==> src/rtl/esi_window_acc.sv <==
// Window accumulator: sums a valid/ready integer stream into windows of WINDOW
// beats (or shorter, closed by in_last) and emits each total with count and overflow.
module esi_window_acc #(
  parameter int IN_W     = 32,
  parameter int ACC_W    = 32,
  parameter int WINDOW   = 8,
  parameter int SIGNED   = 0,
  parameter int SATURATE = 0,
  parameter int CNT_W    = $clog2(WINDOW + 1)
) (
  input  logic             clk,
  input  logic             rstn,
  input  logic             in_valid,
  output logic             in_ready,
  input  logic [IN_W-1:0]  in_data,
  input  logic             in_last,
  output logic             out_valid,
  input  logic             out_ready,
  output logic [ACC_W-1:0] out_data,
  output logic [CNT_W-1:0] out_count,
  output logic             out_overflow
);

  if (ACC_W < IN_W) begin : g_bad_acc_w
    $error("esi_window_acc: ACC_W must be >= IN_W");
  end
  if (WINDOW < 1) begin : g_bad_window
    $error("esi_window_acc: WINDOW must be >= 1");
  end

  typedef enum logic {
    ACCUM = 1'b0,
    EMIT  = 1'b1
  } state_t;

  localparam logic [CNT_W-1:0] WIN_C = CNT_W'(WINDOW);

  state_t           state;
  logic [ACC_W-1:0] acc;
  logic [CNT_W-1:0] cnt;
  logic             ovf;

  logic [ACC_W:0]   opnd;
  logic [ACC_W:0]   acc_x;
  logic [ACC_W:0]   sum;
  logic             ovf_now;
  logic [ACC_W-1:0] acc_nxt;
  logic [CNT_W-1:0] cnt_inc;
  logic             hs;
  logic             close;

  // Handshake: a beat transfers on a rising edge where in_valid && in_ready,
  // a result transfers where out_valid && out_ready. in_ready depends only on
  // rstn and the state register, never on out_ready.
  assign in_ready = rstn && (state == ACCUM);
  assign hs       = in_valid && in_ready;
  assign cnt_inc  = cnt + 1'b1;
  assign close    = (cnt_inc == WIN_C) || in_last;

  always_comb begin
    opnd    = '0;
    acc_x   = '0;
    ovf_now = 1'b0;
    if (SIGNED != 0) begin
      opnd  = {{(ACC_W + 1 - IN_W){in_data[IN_W-1]}}, in_data};
      acc_x = {acc[ACC_W-1], acc};
    end else begin
      opnd  = {{(ACC_W + 1 - IN_W){1'b0}}, in_data};
      acc_x = {1'b0, acc};
    end
    sum = acc_x + opnd;
    if (SIGNED != 0)
      ovf_now = (acc_x[ACC_W-1] == opnd[ACC_W-1]) && (sum[ACC_W-1] != acc_x[ACC_W-1]);
    else
      ovf_now = sum[ACC_W];
    acc_nxt = sum[ACC_W-1:0];
    // Signed overflow can only go negative when both operands are negative.
    if (ovf_now && (SATURATE != 0)) begin
      if (SIGNED != 0)
        acc_nxt = acc[ACC_W-1] ? {1'b1, {(ACC_W-1){1'b0}}} : {1'b0, {(ACC_W-1){1'b1}}};
      else
        acc_nxt = '1;
    end
  end

  always_ff @(posedge clk) begin
    if (!rstn) begin
      state        <= ACCUM;
      acc          <= '0;
      cnt          <= '0;
      ovf          <= 1'b0;
      out_valid    <= 1'b0;
      out_data     <= '0;
      out_count    <= '0;
      out_overflow <= 1'b0;
    end else begin
      case (state)
        ACCUM: begin
          if (hs) begin
            if (close) begin
              out_data     <= acc_nxt;
              out_count    <= cnt_inc;
              out_overflow <= ovf || ovf_now;
              acc          <= '0;
              cnt          <= '0;
              ovf          <= 1'b0;
              out_valid    <= 1'b1;
              state        <= EMIT;
            end else begin
              acc <= acc_nxt;
              cnt <= cnt_inc;
              ovf <= ovf || ovf_now;
            end
          end
        end
        EMIT: begin
          if (out_ready) begin
            out_valid <= 1'b0;
            state     <= ACCUM;
          end
        end
        default: state <= ACCUM;
      endcase
    end
  end

endmodule

==> config.mk <==
export PLATFORM = sky130hd
export DESIGN_NAME = esi_window_acc
export DESIGN_NICKNAME = d
export VERILOG_FILES = /design/src/rtl/esi_window_acc.sv
export SDC_FILE = /design/constraint.sdc
export NUM_CORES = 1
export LEC_CHECK = 0
export BUFFER_PORTS_ARGS = -buffer_cell sky130_fd_sc_hd__clkbuf_2
export CAP_MARGIN = 20
export CELL_PAD_IN_SITES_DETAIL_PLACEMENT = 0
export CELL_PAD_IN_SITES_GLOBAL_PLACEMENT = 2
export CORE_UTILIZATION = 37
export CTS_BUF_LIST = sky130_fd_sc_hd__clkbuf_2 sky130_fd_sc_hd__clkbuf_4 sky130_fd_sc_hd__clkbuf_8
export CTS_CLUSTER_SIZE = 28
export DETAILED_ROUTE_END_ITERATION = 8
export MAX_ROUTING_LAYER = met4
export PLACE_DENSITY_LB_ADDON = 0.3
export SLEW_MARGIN = 20
export SYNTH_ARGS = -nofsm -noshare
export SYNTH_HDL_FRONTEND = slang
export SYNTH_SLANG_ARGS = --single-unit
export TNS_END_PERCENT = 1
==> constraint.sdc <==
create_clock -name clk -period 4.9 [get_ports clk]
set_input_delay 0.245 -clock clk [delete_from_list [all_inputs] [get_ports clk]]
set_output_delay 0.245 -clock clk [all_outputs]
set_load 0.005 [all_outputs]
# Word level (Yosys, flattened, before mapping)
# Cells that the tools add are included.
dict set report totals {
  ff_bits 76
}
dict set report classes {
  addsub 2
  n_eq_ne 4
  muxes 11
  bitwise 1
  reduce_logical 7
}
# cell n
set ops {}
lappend ops {{32-bit by 32-bit adder with 33-bit output} 1}
lappend ops {{32-bit 2-to-1 mux} 1}
lappend ops {{1-bit 2-to-1 mux} 7}
lappend ops {{2-bit inequality test, second input constant} 3}
lappend ops {{3-bit AND reduction} 2}
lappend ops {{4-bit by 1-bit adder with 4-bit output, second input constant} 1}
lappend ops {{4-bit == test, second input constant} 1}
lappend ops {{4-bit 2-to-1 mux} 1}
lappend ops {{1-bit case mux with 2 select lines} 2}
lappend ops {{1-bit logical AND} 2}
lappend ops {{1-bit logical OR} 2}
lappend ops {{2-bit AND reduction} 1}
lappend ops {{1-bit NOT} 1}

# Longest topological paths before layout
# Gate-level depths: netlist (run 1).
dict set report logic_depth {
  word_depth 6
  mapped_depth 10
  depth_no_buf 10
}

# Worst setup path after synthesis (run 1)
# OpenSTA, ideal clock, no wires.
dict set report synth_path {
  path_kind {reg2reg}
  from {register acc[0]}
  to {register acc[24]}
  arrival_ns 2.374
  required_ns 4.783
  setup_slack_ns 2.409
  path_stages_with_launch 11
  path_buffers 0
  cell_sequence {dfxtp_1 ha_1 fa_1 a21oi_1 o211ai_2 a211oi_2 o31ai_4 o21a_1 nor3_1 xnor2_1 a22o_1}
}
dict set report synth_via {
  elab_chain_cells 2
}
# item line
set synth_lines {}
lappend synth_lines {{start: declaration} 39} ;# logic [ACC_W-1:0] acc;
lappend synth_lines {{start signal: assignment} 110} ;# acc <= acc_nxt;
lappend synth_lines {{32-bit by 32-bit adder with 33-bit output} 71} ;# sum = acc_x + opnd;
lappend synth_lines {{32-bit 2-to-1 mux} 100} ;# if (close) begin
# Every way passes these cells.
# A chain may end at the register's enable or synchronous reset.

# Final worst setup path (run 1)
dict set report layout_path {
  from {register cnt[2]}
  to {register out_data[31]}
}
dict set report layout_via {
  elab_chain_cells 4
}
# item line
set layout_lines {}
lappend layout_lines {{start: declaration} 40} ;# logic [CNT_W-1:0] cnt;
lappend layout_lines {{start signal: assignment} 111} ;# cnt <= cnt_inc;
lappend layout_lines {{4-bit by 1-bit adder with 4-bit output} 57} ;# assign cnt_inc = cnt + 1'b1;
lappend layout_lines {{4-bit == test} 58} ;# assign close = (cnt_inc == WIN_C) || in_last;
lappend layout_lines {{1-bit logical OR} 58}
lappend layout_lines {{3-bit AND reduction (no line)} n/a}
lappend layout_lines {{end signal: assignment} 101} ;# out_data <= acc_nxt;
lappend layout_lines {{end: declaration} 19} ;# output logic [ACC_W-1:0] out_data,
# Every way passes these cells.

==> results.txt, run 1 <==
Outcome: finished, violations left
Via Count: 4,221
CP Max Fanout: 30
Hold Buf Count CTS: 0
Gpl congestion: 0.8785
# setup viols final: 0
Largest net degree at the start of global routing: 48
Tightest Hold Check Type: input pin to register
Worst R2R Setup Slack: 1.78 ns
Clk_lat worst skew: 0.37 ns
Syn_area_per_cell: 7.888 sq um
Final Hold Slack: 0.1627 ns
Layout Utilization: 44.24%
Pleak: 2.299 nW
Htree depth: 3
End of the worst hold path: state$_SDFF_PN0_
Hold path start: out_ready
Fin crit share: 63.68%
Post-route ant nets: 0
Most common cell in the netlist: nand2_1
Fmax: 320.5 MHz
DR iter-0 viols: 216
Drt drc: 7
Die Y: 112.3 um
Cell Pwr Density: 294.4 nW/um^2
# resized after CTS: 0
#FFs+latches synth: 76
Vias in the first global route: 4,023
Post-Syn Instances: 571
FP Rows: 39
Clk pin slew, worst setup/hold paths: 0.08 ns
Relative slew slack: 32.41%
Clock sink count: 76
MaxCap Viol Count: 0
CTS tree: built
Maximum buffer depth of the clock tree: 2
Reg-to-Reg Start: cnt[2]$_SDFFE_PN0P_
Layout cells sized above 1: 16.64%
Arr. time, crit path: 3.35 ns
Ports: 76
Clock root buffer: clkbuf_8
Peak supply drop: 0.0001205 V
Failing checks: design-rule violations
Initial antenna violation count: 0
Sequential share of the synthesized area: 33.78%
Die ar.: 12,620 sq um
Nets: 697
Reg2Reg Depth: 8
Main synth FF type: dfxtp_1
Synth area leaders: dfxtp_1 (34%), ha_1 (9.2%), a21oi_1 (7.6%)
Post-DP HPWL: 8977 um
Max-slew violations: 0
1st-pass router iterations: 7
Clk_skew: 0.01309 ns
Total grt overflow: 0
Final hold vios: 0
Post-synth top cells: nand2_1 (85), dfxtp_1 (76), a21oi_1 (68), nor2_1 (46), ha_1 (33)
Number of CTS-inserted buffers: 9
Die Wd: 112.3 um
Setup TNS: 0 ns
Worst slew pin tran: 1.009 ns
Synth unique cells: 56
PortBufs: 75
Avg WL per Cell: 15.96 um
Total Routed Length: 12,350 um
Mapped Nets: 642
Hold depth: 3
Cell accounting for the most synthesized area: dfxtp_1
Mapped cell area: 4504 sq um
Fill count: 1,206
Core area: 11,660 sq um
Tot Pwr: 0.001519 W
RR Endpoint: out_data[31]$_SDFFE_PN0P_
Area growth syn-to-layout: 14.56%
CP Capture Type: register
Number of synthesized flops with an enable pin: 0
Antenna cells: 0
Final min period: 3.120 ns
RSZ-0062 raised after global routing: false
Gr usage total: 21.27%
Setup Buffers After CTS: 0
Synth warn: 0
Worst Path Required: 5.13 ns
Crit Path Class: register to register
Async set-or-reset flop fraction in the synthesized netlist: 0%
First-pass GRT wire length: 20,530 um
Vias per inst: 5.453
Starting Density: 38.62%
Post-synth top area share: 33.78%
Setup crit start kind: register
==> flip-flops by register name (all words and copies together), names as in the netlist <==
register / count
out_count: 4
out_valid: 1
out_data: 32
ovf: 1
state: 1
out_overflow: 1
acc: 32
cnt: 4
==> stage by stage <==
stage | instances | cell area (sq um) | setup slack [ns]
3_3_place_gp | 758 | 4954 | 1.853
4_1_cts | 774 | 5160 | 1.799
3_5_place_dp | 758 | 4954 | 1.817
5_1_grt | 774 | 5160 | 1.428
6_report | 774 | 5160 | 1.780
2_1_floorplan | 571 | 4504 | 2.409
==> critical path, cell delays in order (launching register included) <==
cell and delay (ns):
dfxtp_1 0.41, nand3_1 0.11, xnor2_1 0.17, a31oi_1 0.78
nand2b_1 0.72, buf_4 0.44, nor2_1 0.09, mux2i_1 0.14
a31oi_1 0.10
==> cell type report <==
class	instances	area [sq um]	area share, %
Clock buffer	12	158.9	3.080
Clock inverter	4	47.55	0.9214
Inverter	11	41.29	0.8002
Multi-Input combinational cell	448	2799	54.24
Sequential cell	76	1521	29.49
Tap cell	143	178.9	3.468
Timing Repair Buffer	80	412.9	8.002
==> logic make-up (layout without fill, tap and decap cells) <==
kind of cell               count (synthesis)  count (layout)  share of synthesized area (%)
AOI/OAI and AO/OA                        181             181                          25.94
xor gates and xnor gates                  31              31                          6.028
adders and majority gates                 34              34                          9.611
buffers and inverters                     47             107                          4.139
DFF                                       76              76                          33.78
muxes                                      3               3                         0.6667
and+or+nand+nor                          199             199                          19.83
==> cells in the final DEF (no fill, tap or decap), types with 10 or more instances in the layout <==
master and instances:
nand2_1 85, clkbuf_8 11, dfxtp_1 76, xnor2_1 22, o21ai_0 24, a21o_1 15
a22o_1 11, inv_1 10, nor2_1 45, a22oi_1 11, clkbuf_2 75, a21oi_1 68
ha_1 33, nand3_1 25
==> per-layer routing <==
metal	routed length [um]	global-route usage, %	vias up
met5	0	-	-
met4	179	8.000	0
met3	506	3.024	12
met2	5496	33.17	77
met1	6170	27.96	1978
li1	-	-	2154
==> worst max-delay path by stage <==
stage,from,endpoint,slack (ns),depth (start not counted)
4_1_cts,cnt[0]$_SDFFE_PN0P_,out_data[31]$_SDFFE_PN0P_,1.80,8
6_report,cnt[2]$_SDFFE_PN0P_,out_data[31]$_SDFFE_PN0P_,1.78,8
3_5_place_dp,cnt[0]$_SDFFE_PN0P_,out_data[31]$_SDFFE_PN0P_,1.82,8
3_3_place_gp,cnt[2]$_SDFFE_PN0P_,out_overflow$_SDFFE_PN0P_,1.85,9
2_1_floorplan,acc[0]$_SDFFE_PN0P_,acc[24]$_SDFFE_PN0P_,2.41,10
5_1_grt,cnt[2]$_SDFFE_PN0P_,out_overflow$_SDFFE_PN0P_,1.43,9
==> where the power goes <==
part,switching (W),internal (W)
logic,0.000202,0.000133
registers,0.0000199,0.000651
clock network,0.000247,0.000267
Note: power is estimated with default switching activity, not from simulation.
==> run 2: changes to the inputs <==
--- a/config.mk
+++ b/config.mk
@@ -9,7 +9,7 @@
 export CAP_MARGIN = 20
 export CELL_PAD_IN_SITES_DETAIL_PLACEMENT = 0
 export CELL_PAD_IN_SITES_GLOBAL_PLACEMENT = 2
-export CORE_UTILIZATION = 37
+export CORE_UTILIZATION = 31
 export CTS_BUF_LIST = sky130_fd_sc_hd__clkbuf_2 sky130_fd_sc_hd__clkbuf_4 sky130_fd_sc_hd__clkbuf_8
 export CTS_CLUSTER_SIZE = 28
 export DETAILED_ROUTE_END_ITERATION = 8
==> constraint.sdc (replaced) <==
create_clock -name clk -period 2.7 [get_ports clk]
set_input_delay 0.135 -clock clk [delete_from_list [all_inputs] [get_ports clk]]
set_output_delay 0.135 -clock clk [all_outputs]
set_load 0.005 [all_outputs]
==> results.txt, run 2 (same netlist as run 1, synthesis figures left out) <==
DR iter-0 viols: 171 (was 216)
Nets: 711 (was 697)
Outcome: finished clean (was finished, violations left)
First-pass GRT wire length: 20,850 um (was 20,530 um)
Clk_skew: 0.01192 ns (was 0.01309 ns)
Vias in the first global route: 4,095 (was 4,023)
Vias per inst: 5.177 (was 5.453)
Hold Buf Count CTS: 0 (unchanged)
Gpl congestion: 0.7958 (was 0.8785)
Via Count: 4,271 (was 4,221)
Post-DP HPWL: 9355 um (was 8977 um)
Die Y: 122.5 um (was 112.3 um)
Clk pin slew, worst setup/hold paths: 0.09 ns (was 0.08 ns)
Gr usage total: 18.71% (was 21.27%)
CP Capture Type: register (unchanged)
Post-route ant nets: 0 (unchanged)
Clk_lat worst skew: 0.38 ns (was 0.37 ns)
Setup crit start kind: register (unchanged)
Most common cell after layout, fill and taps aside: nand2_1 (unchanged)
Worst path max stage delay: 0.37 ns (was 0.78 ns)
Post-place setup slack: 0.03899 ns (was 1.817 ns)
Initial antenna violation count: 0 (unchanged)
Fin crit share: 95.80% (was 63.68%)
Cell Pwr Density: 514.2 nW/um^2 (was 294.4 nW/um^2)
Drt drc: 0 (was 7)
Ports: 76 (unchanged)
Pleak: 2.359 nW (was 2.299 nW)
Relative slew slack: 61.58% (was 32.41%)
FP Rows: 43 (was 39)
Slowest library cell on the worst path: fa_2 (was a31oi_1)
RSZ-0062 raised after global routing: false (unchanged)
Starting Density: 32.08% (was 38.62%)
Area occupied by registers: 1521 sq um (unchanged)
Antenna cells: 0 (unchanged)
Worst Path Required: 2.97 ns (was 5.13 ns)
CTS tree: built (unchanged)
Clock sink count: 76 (unchanged)
Max-slew violations: 0 (unchanged)
Tightest Hold Check Type: input pin to register (unchanged)
Commonest cells after routing, fill and taps aside: nand2_1 (85), dfxtp_1 (76), clkbuf_2 (75) (unchanged)
Peak supply drop: 0.0002847 V (was 0.0001205 V)
Htree depth: 3 (unchanged)
Arr. time, crit path: 2.86 ns (was 3.35 ns)
Area growth syn-to-layout: 18.56% (was 14.56%)
CP Buf/Inv Count: 0 (was 1)
Core area: 14,040 sq um (was 11,660 sq um)
Largest net degree at the start of global routing: 48 (unchanged)
1st-pass router iterations: 4 (was 7)
Total grt overflow: 0 (unchanged)
Setup TNS: 0 ns (unchanged)
Worst slew pin tran: 0.5763 ns (was 1.009 ns)
Critical path's top delay family: compound AO/OA/AOI/OAI gates (was simple AND/OR/NAND/NOR gates)
Clock root buffer: clkbuf_8 (unchanged)
Avg WL per Cell: 15.75 um (was 15.96 um)
Critical-path cell list: ha_1 -> fa_2 -> a21oi_2 -> o211ai_2 -> a211oi_2 -> o31ai_4 -> o21a_1 -> nor3_1 -> xnor2_1 -> a22o_1 (was nand3_1 -> xnor2_1 -> a31oi_1 -> nand2b_1 -> buf_4 -> nor2_1 -> mux2i_1 -> a31oi_1)
# setup viols final: 0 (unchanged)
Number of CTS-inserted buffers: 9 (unchanged)
Final min period: 2.587 ns (was 3.120 ns)
Multi-input logic area: 2821 sq um (was 2799 sq um)
Fill count: 1,520 (was 1,206)
Tot Pwr: 0.002746 W (was 0.001519 W)
Die ar.: 15,020 sq um (was 12,620 sq um)
Layout cells sized above 1: 19.22% (was 16.64%)
PortBufs: 75 (unchanged)
Largest regs: acc (32), out_data (32) (unchanged)
Maximum buffer depth of the clock tree: 2 (unchanged)
Total Routed Length: 12,990 um (was 12,350 um)
Crit Path Class: register to register (unchanged)
Die Wd: 122.5 um (was 112.3 um)
CP Max Fanout: 5 (was 30)
Setup WS post-layout: 0.1134 ns (was 1.780 ns)
Final hold vios: 0 (unchanged)
MaxCap Viol Count: 0 (unchanged)
Fmax: 386.6 MHz (was 320.5 MHz)
-- run 2: layout make-up --
type | instances | area share (%)
Clock inverter | 7 | 1.429
Sequential cell | 76 | 28.49
Multi-Input combinational cell | 448 | 52.84
Tap cell | 180 | 4.217
Clock buffer | 9 | 2.320
Timing Repair Buffer | 94 | 9.934
Inverter | 11 | 0.7732
-- run 2: path summary, 6_finish.rpt --
kind	end	slack (ns)	start	depth (start not counted)
worst min register to register	out_data[3]$_SDFFE_PN0P_	0.46	out_data[3]$_SDFFE_PN0P_	2
worst max register to register	acc[24]$_SDFFE_PN0P_	0.11	acc[0]$_SDFFE_PN0P_	10
worst max-delay path	acc[24]$_SDFFE_PN0P_	0.11	acc[0]$_SDFFE_PN0P_	10
worst min-delay path	state$_SDFF_PN0_	0.05	out_ready	3
-- run 2: power by group --
part | switching (W) | leakage [nW] | internal [W]
registers | 0.0000340 | 0.619 | 0.00118
logic | 0.000374 | 1.64 | 0.000257
clock network | 0.000469 | 0.0958 | 0.000431
-- run 2: metrics by stage --
stage	utilization [%]	cell area, sq um	instances	hold slack, ns
after global placement	36.41	5112	808	0.4301
final	38.03	5340	825	0.05455
after global routing	38.03	5340	825	0.05607
after CTS	37.86	5316	824	0.02729
after floorplan	-	4504	571	0.3168
after detailed placement	36.41	5112	808	0.4347
-- run 2: worst reg2reg max path: cells and delay by family (launching register included) --
kind,cells,cell delay (ns)
AOI/OAI and AO/OA,6,1.26
xor gates and xnor gates,1,0.11
adders and majority gates,2,0.58
DFF,1,0.32
and+or+nand+nor,1,0.20
-- run 2: repair_timing --
action / in CTS / in global routing
buffers inserted: 0 / 1
pin swaps: 0 / 2
setup endpoints to repair: 1 / 7
resized for setup: 1 / 4
-- run 2: per-layer routing --
metal	track usage [%]	wire (um)	vias up
li1	-	-	2178
met3	4.507	488	16
met2	28.72	5757	80
met5	-	0	-
met4	4.954	155	0
met1	24.45	6591	1997
==> run 3: changes to the inputs <==
--- a/config.mk
+++ b/config.mk
@@ -5,11 +5,12 @@
 export SDC_FILE = /design/constraint.sdc
 export NUM_CORES = 1
 export LEC_CHECK = 0
+export ABC_AREA = 1
 export BUFFER_PORTS_ARGS = -buffer_cell sky130_fd_sc_hd__clkbuf_2
 export CAP_MARGIN = 20
 export CELL_PAD_IN_SITES_DETAIL_PLACEMENT = 0
 export CELL_PAD_IN_SITES_GLOBAL_PLACEMENT = 2
-export CORE_UTILIZATION = 31
+export CORE_UTILIZATION = 28
 export CTS_BUF_LIST = sky130_fd_sc_hd__clkbuf_2 sky130_fd_sc_hd__clkbuf_4 sky130_fd_sc_hd__clkbuf_8
 export CTS_CLUSTER_SIZE = 28
 export DETAILED_ROUTE_END_ITERATION = 8
==> results.txt, run 3 <==
Hold Buf Count CTS: 0 (unchanged)
Antenna cells: 0 (unchanged)
# setup viols final: 0 (unchanged)
Most common cell after layout, fill and taps aside: nand2_1 (unchanged)
Post-synth top area share: 28.70% (was 33.78%)
Critical-path cell list: ha_1 -> fa_1 -> nand3_1 -> nand3_1 -> nand2_1 -> nand2_1 -> nand2_1 -> nand2_1 -> nand2_1 -> nand2_1 -> nand2_1 -> nand2_1 -> nor2_1 -> nor2_1 (was ha_1 -> fa_2 -> a21oi_2 -> o211ai_2 -> a211oi_2 -> o31ai_4 -> o21a_1 -> nor3_1 -> xnor2_1 -> a22o_1)
Pleak: 3.480 nW (was 2.359 nW)
Setup TNS: 0 ns (unchanged)
Clk_skew: 0.01606 ns (was 0.01192 ns)
Setup crit start kind: register (unchanged)
Flop pwr share: 41.7% (was 44.3%)
Number of CTS-inserted buffers: 9 (unchanged)
Worst path max stage delay: 0.48 ns (was 0.37 ns)
Cell accounting for the most synthesized area: dfxtp_1 (unchanged)
Vias in the first global route: 4,965 (was 4,095)
Synth warn: 0 (unchanged)
Final hold vios: 0 (unchanged)
Worst slew pin tran: 0.7519 ns (was 0.5763 ns)
Total Routed Length: 17,060 um (was 12,990 um)
Starting Density: 29.02% (was 32.08%)
Fmax: 439.7 MHz (was 386.6 MHz)
# resized after CTS: 0 (was 1)
Post-route design area: 6093 sq um (was 5340 sq um)
Die ar.: 19,490 sq um (was 15,020 sq um)
Async set-or-reset flop fraction in the synthesized netlist: 0% (unchanged)
P_sw: 0.0008917 W (was 0.0008766 W)
Sequential share of the synthesized area: 28.70% (was 33.78%)
Clock root buffer: clkbuf_8 (unchanged)
MaxCap Viol Count: 0 (unchanged)
Commonest cells after routing, fill and taps aside: nand2_1 (333), inv_1 (147), nor2_1 (115) (was nand2_1 (85), dfxtp_1 (76), clkbuf_2 (75))
Mapped cell area: 5301 sq um (was 4504 sq um)
Layout Utilization: 33.35% (was 38.03%)
Setup WS post-layout: 0.4257 ns (was 0.1134 ns)
FP Rows: 49 (was 43)
Clock sink count: 76 (unchanged)
Arr. time, crit path: 2.54 ns (was 2.86 ns)
Die Y: 139.6 um (was 122.5 um)
CP Buf/Inv Count: 0 (unchanged)
Avg WL per Cell: 14.27 um (was 15.75 um)
Main synth FF type: dfxtp_1 (unchanged)
Drt drc: 0 (unchanged)
Via Count: 5,158 (was 4,271)
Htree depth: 3 (unchanged)
Tightest Hold Check Type: input pin to register (unchanged)
Dpl cell area: 5849 sq um (was 5112 sq um)
Post-DP HPWL: 13,180 um (was 9355 um)
PortBufs: 75 (unchanged)
Synth area leaders: dfxtp_1 (29%), nand2_1 (24%), inv_1 (10%) (was dfxtp_1 (34%), ha_1 (9.2%), a21oi_1 (7.6%))
Total grt overflow: 0 (unchanged)
Syn_area_per_cell: 5.943 sq um (was 7.888 sq um)
Worst Path Required: 2.97 ns (about the same)
Post-synth top cells: nand2_1 (333), inv_1 (147), nor2_1 (115), dfxtp_1 (76), a21oi_1 (57) (was nand2_1 (85), dfxtp_1 (76), a21oi_1 (68), nor2_1 (46), ha_1 (33))
Crit Path Class: register to register (unchanged)
Peak supply drop: 0.0002833 V (was 0.0002847 V)
Final min period: 2.274 ns (was 2.587 ns)
Slowest library cell on the worst path: fa_1 (was fa_2)
Final Hold Slack: 0.02848 ns (was 0.05455 ns)
CP Capture Type: register (unchanged)
Critical path's top delay family: simple AND/OR/NAND/NOR gates (was compound AO/OA/AOI/OAI gates)
Post-Syn Instances: 892 (was 571)
Largest regs: acc (32), out_data (32) (unchanged)
Most common cell in the netlist: nand2_1 (unchanged)
CP Max Fanout: 4 (was 5)
Max-slew violations: 0 (unchanged)
1st-pass router iterations: 5 (was 4)
Clock power share: 39.3% (was 32.8%)
Most used cell, CP: nand2_1
CTS tree: built (unchanged)
Clk pin slew, worst setup/hold paths: 0.09 ns (about the same)
Clk_lat worst skew: 0.38 ns (about the same)
Outcome: finished clean (unchanged)
Internal: 0.001980 W (was 0.001869 W)
#FFs+latches synth: 76 (unchanged)
Cell Pwr Density: 471.4 nW/um^2 (was 514.2 nW/um^2)
Core area: 18,270 sq um (was 14,040 sq um)
Nets: 1,032 (was 711)
Die Wd: 139.6 um (was 122.5 um)
Switching share of total power: 31.05% (was 31.93%)
Gr usage total: 18.85% (was 18.71%)
First-pass GRT wire length: 27,120 um (was 20,850 um)
Setup Buffers After CTS: 0 (unchanged)
Layout cells sized above 1: 10.77% (was 19.22%)
Ports: 76 (unchanged)
Relative slew slack: 49.87% (was 61.58%)
Fill count: 2,168 (was 1,520)
Initial antenna violation count: 0 (unchanged)
Number of synthesized flops with an enable pin: 0 (unchanged)
Post-place setup slack: 0.4321 ns (was 0.03899 ns)
Vias per inst: 4.316 (was 5.177)
Synth unique cells: 35 (was 56)
Combinational Power Share: 19.0% (was 23.0%)
RSZ-0062 raised after global routing: false (unchanged)
Gpl congestion: 0.8424 (was 0.7958)
Area growth syn-to-layout: 14.94% (was 18.56%)
Post-route ant nets: 0 (unchanged)
DR iter-0 viols: 212 (was 171)
Mapped Nets: 963 (was 642)
Maximum buffer depth of the clock tree: 2 (unchanged)
Fin crit share: 84.23% (was 95.80%)
Largest net degree at the start of global routing: 64 (was 48)
-- run 3: power by group through the flow --
stage	Sequential, W	Clock (W)	Combinational (W)
after global routing	0.00120	0.00121	0.000623
final	0.00120	0.00113	0.000546
after global placement	0.00123	0	0.000557
after floorplan	0.00122	0	0.000365
after CTS	0.00120	0.00117	0.000554
after detailed placement	0.00122	0	0.000550
-- run 3: final timing paths --
| check | from | end | slack [ns] | depth (start not counted) |
|---|---|---|---|---|
| setup / recovery | acc[0]$_SDFFE_PN0P_ | out_overflow$_SDFFE_PN0P_ | 0.43 | 14 |
| hold / removal | out_ready | state$_SDFF_PN0_ | 0.03 | 4 |
| setup reg to reg | acc[0]$_SDFFE_PN0P_ | out_overflow$_SDFFE_PN0P_ | 0.43 | 14 |
| hold reg to reg | out_valid$_SDFFE_PN0P_ | out_valid$_SDFFE_PN0P_ | 0.47 | 2 |
-- run 3: cell families (layout without fill, tap and decap cells) --
logic type      Yosys count  in the layout  share of synthesized area [%]
compound gates           86             86                          8.379
xor+xnor                 17             17                          2.950
fa+ha+maj                34             34                          8.166
buf+inv                 171            245                          13.57
flops                    76             76                          28.70
simple gates            508            508                          38.23
-- run 3: through the flow --
step	instances	total power, W
after floorplan	892	0.001584
after global placement	1179	0.001782
after detailed placement	1179	0.001775
after CTS	1195	0.002925
after global routing	1195	0.003034
final	1195	0.002872
-- run 3: tightest hold or removal path, cell delays in order --
cell,delay (ns)
clkbuf_2,0.09
inv_1,0.03
nand2_1,0.04
a21oi_1,0.05
-- run 3: cell type report --
class                      instances  area, sq um  share of cell area (%)
clock buffer                      10        131.4                   2.156
timing repair buffer              79        417.9                   6.858
multi-input combinational        645         3060                   50.23
inverter                         150        563.0                   9.240
clock inverter                     6        112.6                   1.848
tap                              229        286.5                   4.702
sequential                        76         1521                   24.97
-- run 3: routing by layer --
metal	routed length (um)	up-vias	share of wire, %	track usage (%)
met2	6716	75	39	25.73
met1	9677	2229	57	28.44
met4	165	0	0.97	4.685
met5	0	-	0	-
li1	-	2842	-	-
met3	498	12	2.9	2.719
